[config.mk]
export PLATFORM = sky130hd
export DESIGN_NAME = drac_adc_sequencer_flat
export DESIGN_NICKNAME = d
export VERILOG_FILES = /design/src/rtl/drac_adc_sequencer_if.sv /design/src/rtl/drac_adc_sequencer.sv /design/src/flat_wrapper.sv
export SDC_FILE = /design/constraint.sdc
export NUM_CORES = 1
export LEC_CHECK = 0
export CAP_MARGIN = 20
export CELL_PAD_IN_SITES_DETAIL_PLACEMENT = 1
export CELL_PAD_IN_SITES_GLOBAL_PLACEMENT = 1
export CORE_MARGIN = 8
export CORE_UTILIZATION = 39
export DETAILED_ROUTE_END_ITERATION = 10
export MAX_ROUTING_LAYER = met4
export PLACE_DENSITY_LB_ADDON = 0.1
export SETUP_SLACK_MARGIN = 0.05
export SYNTH_ARGS = -nofsm -noshare
export SYNTH_HDL_FRONTEND = slang
export SYNTH_SLANG_ARGS = --single-unit
[constraint.sdc]
create_clock -name pwmclk -period 1.8 [get_ports pwmclk]
set_input_delay 0.36 -clock pwmclk [delete_from_list [all_inputs] [get_ports pwmclk]]
set_output_delay 0.36 -clock pwmclk [all_outputs]
set_load 0.005 [all_outputs]
[src/rtl/drac_adc_sequencer_if.sv]
// Control/status bundle between the PWM timing block (master) and the ADC sequencer (slave).
// DRAC_ADC_SEQ_STATS_EN adds the overrun_count / seq_count statistics outputs.
interface drac_adc_sequencer_if;
   logic       enable;
   logic       pwm_cycle_start;
   logic       clear_overrun;
   logic       adc_cnv;
   logic       adc_sck;
   logic       adc_data_ready;
   logic       feedback_calculation_start;
   logic [3:0] conv_index;
   logic       busy;
   logic       overrun;
`ifdef DRAC_ADC_SEQ_STATS_EN
   logic [15:0] overrun_count;
   logic [15:0] seq_count;

   modport master (
      output enable, pwm_cycle_start, clear_overrun,
      input  adc_cnv, adc_sck, adc_data_ready, feedback_calculation_start,
      input  conv_index, busy, overrun, overrun_count, seq_count
   );
   modport slave (
      input  enable, pwm_cycle_start, clear_overrun,
      output adc_cnv, adc_sck, adc_data_ready, feedback_calculation_start,
      output conv_index, busy, overrun, overrun_count, seq_count
   );
`else
   modport master (
      output enable, pwm_cycle_start, clear_overrun,
      input  adc_cnv, adc_sck, adc_data_ready, feedback_calculation_start,
      input  conv_index, busy, overrun
   );
   modport slave (
      input  enable, pwm_cycle_start, clear_overrun,
      output adc_cnv, adc_sck, adc_data_ready, feedback_calculation_start,
      output conv_index, busy, overrun
   );
`endif
endinterface

[src/rtl/drac_adc_sequencer.sv]
// Per-PWM-period ADC CNV/SCK sequencer; outputs are registered one cycle behind the state, a start seen
// while busy is ignored and flags overrun. DRAC_ADC_SEQ_STATS_EN adds overrun_count / seq_count.
module drac_adc_sequencer #(
   parameter int CNV_DELAY      = 8,
   parameter int CONV_CYCLES    = 40,
   parameter int SCK_HALF       = 2,
   parameter int NUM_BITS       = 16,
   parameter int CONV_PER_CYCLE = 1,
   parameter int ACQ_GAP        = 8
) (
   input logic                 pwmclk,
   input logic                 reset,
   drac_adc_sequencer_if.slave bus
);
   localparam int MAX_A   = (CNV_DELAY > CONV_CYCLES) ? CNV_DELAY : CONV_CYCLES;
   localparam int CNT_MAX = (MAX_A > ACQ_GAP) ? MAX_A : ACQ_GAP;
   localparam int CNT_W   = (CNT_MAX < 2) ? 1 : $clog2(CNT_MAX);
   localparam int HALF_W  = (SCK_HALF < 2) ? 1 : $clog2(SCK_HALF);
   localparam int BIT_W   = (NUM_BITS < 2) ? 1 : $clog2(NUM_BITS);

   typedef enum logic [2:0] {IDLE, DELAY, CONVERT, SHIFT, DONE, GAP, FBSTART} state_t;

   state_t             state_q, state_d;
   logic [CNT_W-1:0]   cnt_q, cnt_d;
   logic [HALF_W-1:0]  half_q, half_d;
   logic               phase_q, phase_d;
   logic [BIT_W-1:0]   bits_q, bits_d;
   logic [3:0]         idx_q, idx_d;
   logic               adc_cnv_q, adc_cnv_d;
   logic               adc_sck_q, adc_sck_d;
   logic               rdy_q, rdy_d;
   logic               fb_q, fb_d;
   logic               busy_q, busy_d;
   logic [3:0]         conv_index_q, conv_index_d;
   logic               overrun_q, overrun_d;
   logic               ovr_set;

   always_comb begin
      state_d = state_q;
      cnt_d   = cnt_q;
      half_d  = half_q;
      phase_d = phase_q;
      bits_d  = bits_q;
      idx_d   = idx_q;
      ovr_set = bus.enable && bus.pwm_cycle_start && (state_q != IDLE);

      if (!bus.enable) begin
         state_d = IDLE;
         cnt_d   = '0;
         half_d  = '0;
         phase_d = 1'b0;
         bits_d  = '0;
      end else begin
         unique case (state_q)
            IDLE: begin
               if (bus.pwm_cycle_start) begin
                  idx_d   = '0;
                  cnt_d   = '0;
                  state_d = (CNV_DELAY == 0) ? CONVERT : DELAY;
               end
            end
            DELAY: begin
               if (cnt_q == CNT_W'(CNV_DELAY - 1)) begin
                  cnt_d   = '0;
                  state_d = CONVERT;
               end else begin
                  cnt_d = cnt_q + CNT_W'(1);
               end
            end
            CONVERT: begin
               if (cnt_q == CNT_W'(CONV_CYCLES - 1)) begin
                  cnt_d   = '0;
                  half_d  = '0;
                  phase_d = 1'b0;
                  bits_d  = '0;
                  state_d = SHIFT;
               end else begin
                  cnt_d = cnt_q + CNT_W'(1);
               end
            end
            SHIFT: begin
               // phase_q is the SCK level; a bit completes on each high-to-low half boundary
               if (half_q == HALF_W'(SCK_HALF - 1)) begin
                  half_d  = '0;
                  phase_d = !phase_q;
                  if (phase_q) begin
                     if (bits_q == BIT_W'(NUM_BITS - 1)) state_d = DONE;
                     else                                bits_d  = bits_q + BIT_W'(1);
                  end
               end else begin
                  half_d = half_q + HALF_W'(1);
               end
            end
            DONE: begin
               if (idx_q != 4'(CONV_PER_CYCLE - 1)) begin
                  idx_d   = idx_q + 4'd1;
                  cnt_d   = '0;
                  state_d = GAP;
               end else begin
                  state_d = FBSTART;
               end
            end
            GAP: begin
               if (cnt_q == CNT_W'(ACQ_GAP - 1)) begin
                  cnt_d   = '0;
                  state_d = CONVERT;
               end else begin
                  cnt_d = cnt_q + CNT_W'(1);
               end
            end
            FBSTART: state_d = IDLE;
            default: state_d = IDLE;
         endcase
      end

      // Outputs follow the current state one cycle later; enable low silences them at the same edge.
      adc_cnv_d    = bus.enable && (state_q == CONVERT);
      adc_sck_d    = bus.enable && (state_q == SHIFT) && phase_q;
      rdy_d        = bus.enable && (state_q == DONE);
      fb_d         = bus.enable && (state_q == FBSTART);
      busy_d       = bus.enable && (state_q != IDLE);
      conv_index_d = idx_q;
      overrun_d    = ovr_set ? 1'b1 : (bus.clear_overrun ? 1'b0 : overrun_q);
   end

   always_ff @(posedge pwmclk or posedge reset) begin
      if (reset) begin
         state_q      <= IDLE;
         cnt_q        <= '0;
         half_q       <= '0;
         phase_q      <= 1'b0;
         bits_q       <= '0;
         idx_q        <= '0;
         adc_cnv_q    <= 1'b0;
         adc_sck_q    <= 1'b0;
         rdy_q        <= 1'b0;
         fb_q         <= 1'b0;
         busy_q       <= 1'b0;
         conv_index_q <= '0;
         overrun_q    <= 1'b0;
      end else begin
         state_q      <= state_d;
         cnt_q        <= cnt_d;
         half_q       <= half_d;
         phase_q      <= phase_d;
         bits_q       <= bits_d;
         idx_q        <= idx_d;
         adc_cnv_q    <= adc_cnv_d;
         adc_sck_q    <= adc_sck_d;
         rdy_q        <= rdy_d;
         fb_q         <= fb_d;
         busy_q       <= busy_d;
         conv_index_q <= conv_index_d;
         overrun_q    <= overrun_d;
      end
   end

   assign bus.adc_cnv                    = adc_cnv_q;
   assign bus.adc_sck                    = adc_sck_q;
   assign bus.adc_data_ready             = rdy_q;
   assign bus.feedback_calculation_start = fb_q;
   assign bus.busy                       = busy_q;
   assign bus.conv_index                 = conv_index_q;
   assign bus.overrun                    = overrun_q;

`ifdef DRAC_ADC_SEQ_STATS_EN
   logic [15:0] overrun_count_q, overrun_count_d;
   logic [15:0] seq_count_q, seq_count_d;

   always_comb begin
      overrun_count_d = overrun_count_q;
      seq_count_d     = seq_count_q;
      if (ovr_set) begin
         if (bus.clear_overrun)                  overrun_count_d = 16'd1;
         else if (overrun_count_q != 16'hffff)   overrun_count_d = overrun_count_q + 16'd1;
      end else if (bus.clear_overrun) begin
         overrun_count_d = 16'd0;
      end
      if (fb_d) seq_count_d = seq_count_q + 16'd1;
   end

   always_ff @(posedge pwmclk or posedge reset) begin
      if (reset) begin
         overrun_count_q <= '0;
         seq_count_q     <= '0;
      end else begin
         overrun_count_q <= overrun_count_d;
         seq_count_q     <= seq_count_d;
      end
   end

   assign bus.overrun_count = overrun_count_q;
   assign bus.seq_count     = seq_count_q;
`endif
endmodule

[src/flat_wrapper.sv]
// flat-port wrapper written by rule: the top's interface ports become plain ports
module drac_adc_sequencer_flat 
#(
   parameter int CNV_DELAY      = 8,
   parameter int CONV_CYCLES    = 40,
   parameter int SCK_HALF       = 2,
   parameter int NUM_BITS       = 16,
   parameter int CONV_PER_CYCLE = 1,
   parameter int ACQ_GAP        = 8
)
  (pwmclk, reset, bus_enable, bus_pwm_cycle_start, bus_clear_overrun, bus_adc_cnv, bus_adc_sck, bus_adc_data_ready, bus_feedback_calculation_start, bus_conv_index, bus_busy, bus_overrun);
  drac_adc_sequencer_if bus_i ();
  input logic pwmclk;
  input logic reset;
  input wire logic [$bits(bus_i.enable)-1:0] bus_enable;
  input wire logic [$bits(bus_i.pwm_cycle_start)-1:0] bus_pwm_cycle_start;
  input wire logic [$bits(bus_i.clear_overrun)-1:0] bus_clear_overrun;
  output wire logic [$bits(bus_i.adc_cnv)-1:0] bus_adc_cnv;
  output wire logic [$bits(bus_i.adc_sck)-1:0] bus_adc_sck;
  output wire logic [$bits(bus_i.adc_data_ready)-1:0] bus_adc_data_ready;
  output wire logic [$bits(bus_i.feedback_calculation_start)-1:0] bus_feedback_calculation_start;
  output wire logic [$bits(bus_i.conv_index)-1:0] bus_conv_index;
  output wire logic [$bits(bus_i.busy)-1:0] bus_busy;
  output wire logic [$bits(bus_i.overrun)-1:0] bus_overrun;
  assign bus_i.enable = bus_enable;
  assign bus_i.pwm_cycle_start = bus_pwm_cycle_start;
  assign bus_i.clear_overrun = bus_clear_overrun;
  assign bus_adc_cnv = bus_i.adc_cnv;
  assign bus_adc_sck = bus_i.adc_sck;
  assign bus_adc_data_ready = bus_i.adc_data_ready;
  assign bus_feedback_calculation_start = bus_i.feedback_calculation_start;
  assign bus_conv_index = bus_i.conv_index;
  assign bus_busy = bus_i.busy;
  assign bus_overrun = bus_i.overrun;
  drac_adc_sequencer #(.CNV_DELAY(CNV_DELAY), .CONV_CYCLES(CONV_CYCLES), .SCK_HALF(SCK_HALF), .NUM_BITS(NUM_BITS), .CONV_PER_CYCLE(CONV_PER_CYCLE), .ACQ_GAP(ACQ_GAP)) u_core (.pwmclk(pwmclk), .reset(reset), .bus(bus_i));
endmodule
== Word-level counts from Yosys, hierarchy flattened ==
Cells that the tools add are included.
Word-level totals
  register bits: 29
  input bits: 5
  logic and storage cells: 92
  output and inout port bits: 10
Cells by class
  $add $sub $neg: 4
  equal/unequal tests: 21
  mux-type cells: 33
  reductions and logical operators: 21
Operators by type and width (number)
  $mux 6: 5
  $mux 4: 7
  $pmux 6 s4: 1
  $mux 3: 7
  $ne 3x2->1 const B: 6
  $pmux 4 s2: 2
  $pmux 3 s5: 1
  $eq 3x3->1 const B: 3
  $add 4x1->4 const B: 2
  $logic_and 1x1->1: 8
  $mux 1: 7
  $add 6x1->6 const B: 1
  $eq 3x2->1 const B: 2
  $eq 6x3->1 const B: 1
  $eq 6x6->1 const B: 1
  $ne 3x3->1 const B: 2
  $reduce_and 3->1: 2
  $reduce_and 6->1: 1
  $ne 5x2->1 const B: 1
  $reduce_and 5->1: 1
  $eq 4x4->1 const B: 1
  $pmux 1 s2: 2
  $reduce_and 4->1: 1
  $reduce_bool 2->1: 2
  other kinds (12): 12

== Depth between registers and ports, before layout ==
  depth in word-level cells: 6
  depth in mapped cells: 6
  gate-level depth less buffers: 6

== Worst setup path before layout ==
Ideal clock, no wire load.
  path type: reg-to-reg
  start: register u_core.state_q[2]
  end: register u_core.state_q[1]
  path slack: -9 ps
  arrival: 1682 ps
  data required time: 1672 ps
  period minus slack after synthesis: 1809 ps
  buffers on the path: 1
  library setup time: 128 ps
  cell stages (with the launch flop): 6
  cells stage by stage: dfrtp_1 -> buf_6 -> or4b_1 -> o211a_1 -> o22ai_2 -> mux2_1
Between the ends
  cells in the longest elaborated chain, start to end: 4
  elaborated cells on any way between the ends: 16
  those cells by class: 11 x eq/ne; 2 x mux; 3 x reduce/logical
RTL lines
  from (decl): RTL line drac_adc_sequencer.sv:23  | state_t state_q, state_d;
  from (signal assigned): RTL line drac_adc_sequencer.sv:142  | state_q <= state_d;
  $eq 3x1->1 or $eq 3x3->1 (tied branches): RTL line drac_adc_sequencer.sv:54  | unique case (state_q)
  $reduce_or 2->1 (no line)
  $ne 3x2->1 (no line) or $pmux 3 s5 (tied branches)
  $reduce_and 6->1 (no line) or $mux 3 (tied branches)
Several ways; a longest one is shown, not always the timed one.
A chain may end at the register's enable or synchronous reset.

== Final worst setup path ==
  start: register u_core.state_q[0]
  end: register u_core.state_q[1]
Same word-level chain as after synthesis.

==> summary.md <==
| Metric | Value |
|---|---|
| Clock Sink Count | 29 |
| Critical Path AT | 1.99 ns |
| Vias/cell | approximately 5.6 |
| Worst-margin pin slew | between 0.4 and 0.5 ns |
| Sw frac | between 30% and 40% |
| Die X | 78.0 um |
| Row Count | 22 |
| Post-synth top flop | dfrtp_1 |
| Vias in the first global route | 1377 |
| Reg-to-reg startpoint | u_core.state_q[0] |
| Syn Inst Count | 150 |
| Fin. Hold Viols | 0 |
| Initial antenna violation count | 0 |
| DP HPWL | a little under 3000 um |
| Yosys cell types | between 40 and 50 |
| Share of cells above drive strength 1 | about a fifth |
| Total grt overflow | 0 |
| Part of the power in the clock network | approximately 26% |
| Area grow syn2layout | 31.9% |
| IO Port Bufs | 14 |
| Global-route wire length before repair | 6760 um |
| Worst R2R End | u_core.state_q[1] |
| Num CTS Buffers | 5 |
| LEAKAGE | ~0.9 nW |
| Final Util | around 54% |
| Part of the power in registers | roughly a third |
| Setup slack after layout | -0.0319 ns |
| Final Setup Violations | 1 |
| Final nets | around 200 |
| Initial DRC Count | 40 |
| Total global-route track usage | 14.3% |
| Comb pwr share | between 30% and 40% |
| Max-cap violations | 0 |
| Synthesized area | 1500 um^2 |
| Number of synthesized flops with an enable pin | 0 |
| Clock transition at the registers of the reported paths | ~0.060 ns |
| Non-filler cells, final | about 240 |
| Clock Tree Root | clkbuf_8 |
| Fraction of registers with async set/reset | between 90% and 100% |
| Register area share after synthesis | between 40% and 50% |
| Die height | between 70 and 80 um |
| Pin count of the biggest net entering global routing | 30 |
| Crit path buf inv count | 0 |
| Final min period | approximately 1.8 ns |
| Initial core utilization | 40.6% |
| IO Count | 15 |
| Critical path class | reg -> reg |
| Worst-path cell chain | or4b_1 > o211a_1 > o22ai_4 > mux2_4 |
| Startpoint Class | flop |
| WL per Instance | roughly 17 um |
| Count of pins over their slew limit | 0 |
| Most frequent cells in the layout | 28 x dfrtp_1, 20 x buf_4, 14 x clkdlybuf4s50_1, 11 x nand2_1, 10 x inv_1 |
| Worst-case clock buffer depth | 2 |
| Clk Latency, worst-skew pair | approximately 0.27 ns |
| Die area | between 6000 and 7000 um^2 |
| #FFs+latches synth | 29 |
| Fmax | between 500 and 600 MHz |
| Hold Startpoint | u_core.conv_index_d[1] |
| Crit path capture | u_core.state_q[1] |
| Critical path's top delay family | simple AND/OR/NAND/NOR gates |
| Critical path origin | u_core.state_q[0] |
| Status | complete, but fails checks |
| RD Place Congestion | approximately 0.84 |
| H-tree depth | 2 |
| Syn avg cell area | around 10 um^2 |
| P per Cell Area | around 1100 nW/um^2 |
| Max stage delay on crit path | roughly 0.53 ns |
| # diodes | 0 |
| TritonCTS clock tree | built |
| Vias | ~1300 |
| Slew margin rel. | about two thirds |
| DRT antenna net count | 0 |
| Failing checks | negative setup slack |
| Commonest non-fill, non-tap cell in the layout | dfrtp_1 |
| Worst R2R Path Depth | 4 |
| Worst path required time | slightly below 2 ns |
| Routed wire length | between 4000 and 5000 um |
| Syn Nets | 159 |
| Critical path depth | 4 |
| Period Utilization, post-route | 102% |
| First-pass DRT Iterations | 4 |
| VDD IR max | roughly 0.52 mV |
| Synthesis warning total | 0 |
| Core area | approximately 3700 um^2 |
| Crit-path max FO | 3 |
| RSZ-0062 raised after global routing | true |
| Post-Place Cells | 227 |
| Hold Crit Class | reg -> reg |
| Crit end category | flop |
| Remaining DRCs | 0 |
| Psw | approximately 0.00078 W |
| Clk_skew | between 0.005 and 0.006 ns |
| Worst path slowest cell | or4b_1 |
| Flop2flop setup slack | -0.03 ns |
| Pre-CTS setup slack | -0.194 ns |
| P_int | approximately 0.0015 W |
per-stage QoR:
stage	hold slack (ns)	instance area, um^2	total power (W)	TNS [ns]
global placement	0.416	1820	0.00154	-0.588
detailed placement	0.422	1820	0.00158	-1.24
CTS	0.435	1930	0.00220	-0.00841
finish	0.435	1980	0.00227	-0.0319
global route	0.463	1980	0.00241	-0.194
floorplan	0.398	1500	0.00123	-0.00821
power groups by stage:
stage,sequential (W),clock [W],combinational [W]
3_3_place_gp,0.000793,0,0.000750
4_1_cts,0.000787,0.000598,0.000815
5_1_grt,0.000800,0.000626,0.000988
2_1_floorplan,0.000794,0,0.000437
3_5_place_dp,0.000796,0,0.000779
6_report,0.000789,0.000582,0.000896
worst register-to-register path: cells and delay by family (launching register included):
kind	cells	cell delay, ns
flops	1	0.39
mux	1	0.32
compound gates	2	0.47
simple gates	1	0.53
cells by family after synthesis:
group | after synthesis | synth area share (%)
AND/OR/NAND/NOR | 56 | 21.2
AO/OA/AOI/OAI | 39 | 18.2
flip-flops | 29 | 48.4
buffers and inverters | 15 | 4.26
multiplexers | 4 | 2.84
adder cells (fa/ha/maj) | 4 | 3.34
XOR/XNOR | 3 | 1.75
synth_stat cells (4+ instances only):
library cell  instances  area (um^2)
nor2_1                7         26.3
nand4_1               4         25.0
nor3_1                4         20.0
ha_1                  4         50.1
o21ai_0              11         55.1
nand3_1               9         45.0
o21a_1                5         37.5
nand2_1              11         41.3
dfrtp_1              29          726
clkbuf_1              4         15.0
inv_1                10         37.5
a22o_1                4         35.0
how the worst min path moves through the flow:
stage | to | slack (ns) | cells past startpoint
2_1_floorplan | u_core.bus.conv_index[1] | 0.40 | 0
3_3_place_gp | u_core.bus.conv_index[1] | 0.42 | 0
3_5_place_dp | u_core.bus.conv_index[1] | 0.42 | 0
4_1_cts | u_core.bus.conv_index[1] | 0.44 | 0
5_1_grt | u_core.bus.conv_index[1] | 0.46 | 0
6_report | u_core.bus.conv_index[1] | 0.44 | 0
layer usage:
metal / wire [um] / global-route usage [%] / share of wire, %
met5: 0 / - / 0
met2: 2030 / 22.6 / 49
met3: 180 / 4.26 / 4.4
met1: 1840 / 16.7 / 45
met4: 54 / 5.74 / 1.3
sequential cells by signal, indices dropped and copies added, names as in the netlist:
name and count:
u_core.bus.feedback_calculation_start 1, u_core.bus.overrun 1, u_core.bus.adc_sck 1, u_core.bus.adc_cnv 1, u_core.phase_q 1, u_core.bus.adc_data_ready 1, u_core.bus.conv_index 4, u_core.bits_q 4
u_core.half_q 1, u_core.bus.busy 1, u_core.conv_index_d 4, u_core.state_q 3, u_core.cnt_q 6
what timing repair did:
item                       4_1_cts  5_1_grt
setup endpoints to repair        2       10
setup buffers                    0        1
resized for setup                2       11
hold buffers                     0        0
area by class of cell:
type,count,area [um^2]
clock buffer,7,96.3
sequential,29,727
multi-input combinational,106,749
tap,48,60.1
inverter,10,37.5
timing repair buffer,35,302
clock inverter,1,5.00
fill,418,1710
Power figures use the tool's default switching activity.
